[src/rtl/drive_loader.sv]
// Block copy from the storage drive into main memory: one pipelined drive read per cycle,
// with each returned word written to memory one cycle after the drive registers it.
module drive_loader #(
  parameter int DW             = 32,
  parameter int ADDR_WIDTH     = 14,
  parameter int MEM_ADDR_WIDTH = 14,
  parameter int CNT_WIDTH      = 15
) (
  input  logic                      clock,
  input  logic                      reset,
  input  logic                      start,
  input  logic [ADDR_WIDTH-1:0]     src_base,
  input  logic [MEM_ADDR_WIDTH-1:0] dst_base,
  input  logic [CNT_WIDTH-1:0]      word_count,
  output logic [ADDR_WIDTH-1:0]     drive_address,
  input  logic [DW-1:0]             drive_data,
  output logic [MEM_ADDR_WIDTH-1:0] mem_address,
  output logic [DW-1:0]             mem_data,
  output logic                      mem_write_enable,
  output logic                      busy,
  output logic                      done
);

  // state  | meaning
  // IDLE   | waiting for start
  // STREAM | issuing one drive address per cycle
  // DRAIN  | last address issued, waiting for the read pipeline to empty
  localparam logic [1:0] IDLE   = 2'd0;
  localparam logic [1:0] STREAM = 2'd1;
  localparam logic [1:0] DRAIN  = 2'd2;

  localparam logic [CNT_WIDTH-1:0]      CNT_ONE  = CNT_WIDTH'(1);
  localparam logic [ADDR_WIDTH-1:0]     ADDR_ONE = ADDR_WIDTH'(1);
  localparam logic [MEM_ADDR_WIDTH-1:0] MEM_ONE  = MEM_ADDR_WIDTH'(1);

  logic [1:0]                state;
  logic [CNT_WIDTH-1:0]      issue_left;
  logic [MEM_ADDR_WIDTH-1:0] wr_addr;
  // issue_v: drive_address holds a live request; data_v: drive_data carries its word
  logic                      issue_v;
  logic                      data_v;

  always_ff @(posedge clock or negedge reset) begin
    if (!reset) begin
      state            <= IDLE;
      issue_left       <= '0;
      wr_addr          <= '0;
      issue_v          <= 1'b0;
      data_v           <= 1'b0;
      drive_address    <= '0;
      mem_address      <= '0;
      mem_data         <= '0;
      mem_write_enable <= 1'b0;
      busy             <= 1'b0;
      done             <= 1'b0;
    end else begin
      done   <= 1'b0;
      data_v <= issue_v;

      if (data_v) begin
        mem_write_enable <= 1'b1;
        mem_address      <= wr_addr;
        mem_data         <= drive_data;
        wr_addr          <= wr_addr + MEM_ONE;
      end else begin
        mem_write_enable <= 1'b0;
      end

      case (state)
        IDLE: begin
          if (start) begin
            if (word_count != '0) begin
              drive_address <= src_base;
              wr_addr       <= dst_base;
              issue_left    <= word_count - CNT_ONE;
              issue_v       <= 1'b1;
              busy          <= 1'b1;
              state         <= STREAM;
            end else begin
              done <= 1'b1;
            end
          end
        end
        STREAM: begin
          if (issue_left == '0) begin
            issue_v <= 1'b0;
            state   <= DRAIN;
          end else begin
            drive_address <= drive_address + ADDR_ONE;
            issue_left    <= issue_left - CNT_ONE;
          end
        end
        DRAIN: begin
          // data_v low here means the final word was written on the previous edge
          if (!data_v) begin
            busy  <= 1'b0;
            done  <= 1'b1;
            state <= IDLE;
          end
        end
        default: state <= IDLE;
      endcase
    end
  end

endmodule

[config.mk]
export PLATFORM = sky130hd
export DESIGN_NAME = drive_loader
export DESIGN_NICKNAME = d
export VERILOG_FILES = /design/src/rtl/drive_loader.sv
export SDC_FILE = /design/constraint.sdc
export NUM_CORES = 1
export LEC_CHECK = 0
export ABC_AREA = 1
export CAP_MARGIN = 20
export CORE_MARGIN = 1.5
export CORE_UTILIZATION = 54
export CTS_BUF_LIST = sky130_fd_sc_hd__clkbuf_8
export CTS_CLUSTER_SIZE = 24
export DETAILED_ROUTE_END_ITERATION = 12
export HOLD_SLACK_MARGIN = 0.15
export PLACE_DENSITY = 0.9
export SLEW_MARGIN = 20
export SYNTH_ARGS = -nofsm -noshare
export SYNTH_HDL_FRONTEND = slang
export SYNTH_SLANG_ARGS = --single-unit
[constraint.sdc]
create_clock -name clock -period 5.75 [get_ports clock]
set_clock_uncertainty 0.15 [all_clocks]
set_input_delay 0.575 -clock clock [delete_from_list [all_inputs] [get_ports clock]]
set_output_delay 0.575 -clock clock [all_outputs]
set_load 0.05 [all_outputs]
==> results.py <==
metrics = {
    "clock_tree": {
        "holdBufCountCts": 1,
        "cts_tree": "done",
        "ctsResizeCount": 0,
        "clock-sinks": 96,
        "cts_inserted_buffers": 9,
        "path_clk_slew_ps": 100,
        "clkLatencyLatePin_ps": 360,
        "cts-root-buf": "clkbuf_8",
        "ctsHtreeMaxLevel": 3,
        "clockBufferDepth": 2,
        "cts_setup_buffers": 0,
    },
    "critical_path": {
        "worst_setup_path_start_kind": "register",
        "critical_path.slowest_cell": "dfrtp_1",
        "max_stage_delay_ps": 640,
        "r2r.worst_path.cells": 13,
        "path_max_fanout": 29,
        "required_ps": 5860,
        "path_class": "reg2reg",
        "endpoint_kind": "register",
        "reg2reg_to": "issue_left[14]$_DFFE_PN0P_",
        "cp_common_cell": "nand2_1",
        "reg2reg_slack_ps": 3030,
        "crit_chain": "inv_1 > nor2_2 > buf_4 > nand2_1 > o21ai_2 > ha_1 > nand3_4 > nor3_2 > nand2_1 > nand2_1 > nand2_1 > nand2_1 > nand2_1",
        "reg2reg_from": "state[0]$_DFFE_PN0P_",
        "setup.worst_path.start": "state[0]$_DFFE_PN0P_",
        "cp.arrival_ps": 2830,
    },
    "pwr": {
        "power_leakage_uw": 0.003269,
        "sequentialPowerShare_pct": 55.0,
        "switching_share_pct": 23.70,
        "p_comb_share_pct": 6.0,
        "pwr-share-clk_pct": 39.1,
        "power.density_nw_per_um2": 178.5,
        "netSwitchingPower_uw": 290.9,
        "peakVddDrop_uv": 172.3,
        "intPower_uw": 936.4,
    },
    "logic_synthesis": {
        "syn_inst": 698,
        "synth-compound-area-share_pct": 5.107,
        "synth_seq_area_share_pct": 45.82,
        "ys.warnings.count": 0,
        "yosysTopAreaCell": "dfrtp_1",
        "syn-cell-area_um2": 5243,
        "synth_area_leaders": "dfrtp_1, nand2_1, nand3_1",
        "synthAdderAreaFrac_pct": 0.7160,
        "synth_top_area_share_pct": 45.82,
        "synth_seq_cells": 96,
        "synthSimpleGateAreaFrac_pct": 39.21,
        "ys_types": 35,
        "synth_top_family_by_area": "simple AND/OR/NAND/NOR gates",
        "synthXorXnorAreaFrac_pct": 1.671,
        "synth_mux_area_share_pct": 0,
        "avgSynthCellArea_um2": 7.511,
        "syn_nets": 779,
    },
    "cells_and_area": {
        "area_delta_synth_final_pct": 31.15,
        "fin_nets": 910,
        "drive_gt1_share_pct": 8.153,
        "antenna_cells": 0,
        "layout.cells.non_filler": 963,
    },
    "hold_path": {
        "hold_class": "reg2reg",
        "hold_end": "data_v$_DFF_PN0_",
        "hold_depth": 0,
        "hp-start": "issue_v$_DFFE_PN0P_",
    },
    "floorplanning": {
        "io_pins": 141,
        "dieHeight_um": 101.5,
        "fp.dieW_um": 101.5,
        "die_area_um2": 10310,
        "start_util_pct": 56.20,
        "num_rows": 35,
        "coreArea_um2": 9328,
    },
    "timing": {
        "tightest_slew_ps": 987.9,
        "relSlewSlack_pct": 34.14,
        "final.period_utilization_pct": 47.33,
        "timing.final.hold_violations": 0,
        "drv_slew": 0,
        "fin_setup_tns_ps": 0,
        "finalSetupViolCount": 0,
        "rsz0062_at_grt": "no",
        "period_needed_ps": 2722,
        "fmax_ghz": 0.3674,
    },
    "global_routing": {
        "grt_pass1_vias": 4774,
        "grt_max_degree": 80,
        "overflow": 0,
        "grt_antenna_before_repair": 0,
        "grt_pass1_wl_mm": 21.29,
        "grtUsageTotal_pct": 26.02,
    },
    "drt": {
        "first_iter_violations": 242,
        "drc": 0,
        "drt-wirelength-per-cell_um": 13.93,
        "detail-route-antenna-nets": 0,
        "drt_first_pass_iters": 5,
        "via_per_inst": 5.250,
        "routed_wl_mm": 13.41,
        "vias": 5056,
    },
    "place": {
        "place_inst": 946,
        "io_buffers": 140,
        "gp_congestion": 0.8903,
        "dp_hpwl_mm": 9.773,
    },
    "outcome": {
        "outcome": "finished clean",
    },
    "flow_run": {
        "cap_violations": 0,
    },
}
## power groups by stage
stage	clock, uW	combinational (uW)	sequential, uW
after global routing	511	78.6	675
after detailed placement	0	73.0	688
after floorplan	0	2.46	688
final	479	73.2	675
after global placement	0	72.7	688
after CTS	484	74.3	675
## per-stage QoR
stage / utilization [%] / area [um^2] / hold slack, ps / power, uW / setup slack [ps]
2_1_floorplan: - / 5243 / 129.4 / 690.6 / 3742
3_3_place_gp: 71.24 / 6645 / 230.1 / 760.6 / 2815
3_5_place_dp: 71.24 / 6645 / 222.7 / 760.9 / 2751
4_1_cts: 73.71 / 6875 / 246.1 / 1233 / 3056
5_1_grt: 73.71 / 6875 / 261.9 / 1265 / 2770
6_report: 73.71 / 6875 / 240.9 / 1227 / 3028
## sequential cells by signal, summed over array words and instances, names as in the netlist
name	flops
mem_write_enable	1
issue_left	15
busy	1
state	2
issue_v	1
mem_data	32
mem_address	14
wr_addr	14
done	1
data_v	1
drive_address	14
## final cells by class
class,instances,area (um^2)
clock buffers,9,123.9
clock inverters,7,96.34
fillers,697,2452
inverters,53,203.9
multi-input cells,524,2449
flip-flops and latches,96,2402
well taps,129,161.4
repair buffers,145,1439
## layout by cell type, fill, tap and decap left out
master           count
nand2_1            303
xor2_1              10
bufinv_16            1
clkinv_4             2
dfrtp_1             96
inv_2                2
nand3_1             60
o21ai_2              4
nor2_1              36
o21ai_0             22
nand3_4              2
o21bai_1             1
nor3_2               1
nor3_1              10
clkdlybuf4s50_1    139
clkinv_8             1
dlygate4sd3_1        1
a21oi_1             10
clkbuf_8             9
inv_1               49
o21ai_1             13
inv_8                3
nand2_2             11
nand4_1              9
or2_1                1
clkinv_1             1
nor4_2               1
nand2_8              1
nand2_4              7
or2_2                7
nor2_4               4
nand3b_1             2
buf_4                5
clkinvlp_4           1
ha_1                 3
nor2_2               5
nand3_2              1
## worst max path at each step
| stage | depth (start not counted) | endpoint | slack (ps) |
|---|---|---|---|
| 6_report | 13 | issue_left[14]$_DFFE_PN0P_ | 3030 |
| 5_1_grt | 13 | issue_left[14]$_DFFE_PN0P_ | 2770 |
| 4_1_cts | 13 | issue_left[14]$_DFFE_PN0P_ | 3060 |
| 3_5_place_dp | 7 | issue_left[1]$_DFFE_PN0P_ | 2750 |
| 3_3_place_gp | 7 | issue_left[1]$_DFFE_PN0P_ | 2810 |
| 2_1_floorplan | 10 | drive_address[10]$_DFFE_PN0P_ | 3740 |
## layer usage
| layer | track usage, % | vias up | share of wire (%) |
|---|---|---|---|
| li1 | - | 2452 | - |
| met1 | 32.69 | 2366 | 41 |
| met2 | 45.69 | 205 | 50 |
| met3 | 3.382 | 33 | 6.6 |
| met4 | 10.04 | 0 | 2.3 |
| met5 | 0 | - | 0 |
## cell families (layout without fill, tap and decap cells)
family	after synthesis	in the layout
xor gates and xnor gates	10	10
and+or+nand+nor	461	461
DFF	96	96
adders and majority gates	3	3
AOI/OAI and AO/OA	50	50
buffers and inverters	78	214
## cells in the mapped netlist, drive strengths merged
master / count
nand2: 322
dfrtp: 96
nand3: 63
inv: 51
nor2: 45
o21ai: 39
buf: 17
nor3: 11
a21oi: 10
xor2: 10
nand4: 9
clkbuf: 8
or2: 8
ha: 3
clkinv: 2
nand3b: 2
nor4: 1
o21bai: 1
## critical path: cells and delay by family (launching register included)
kind / cells / cell delay, ps
AND/OR/NAND/NOR: 9 / 980
buffers and inverters: 2 / 450
AO/OA/AOI/OAI: 1 / 120
adder cells (fa/ha/maj): 1 / 270
flip-flops: 1 / 640
(Power assumes the default switching activity.)
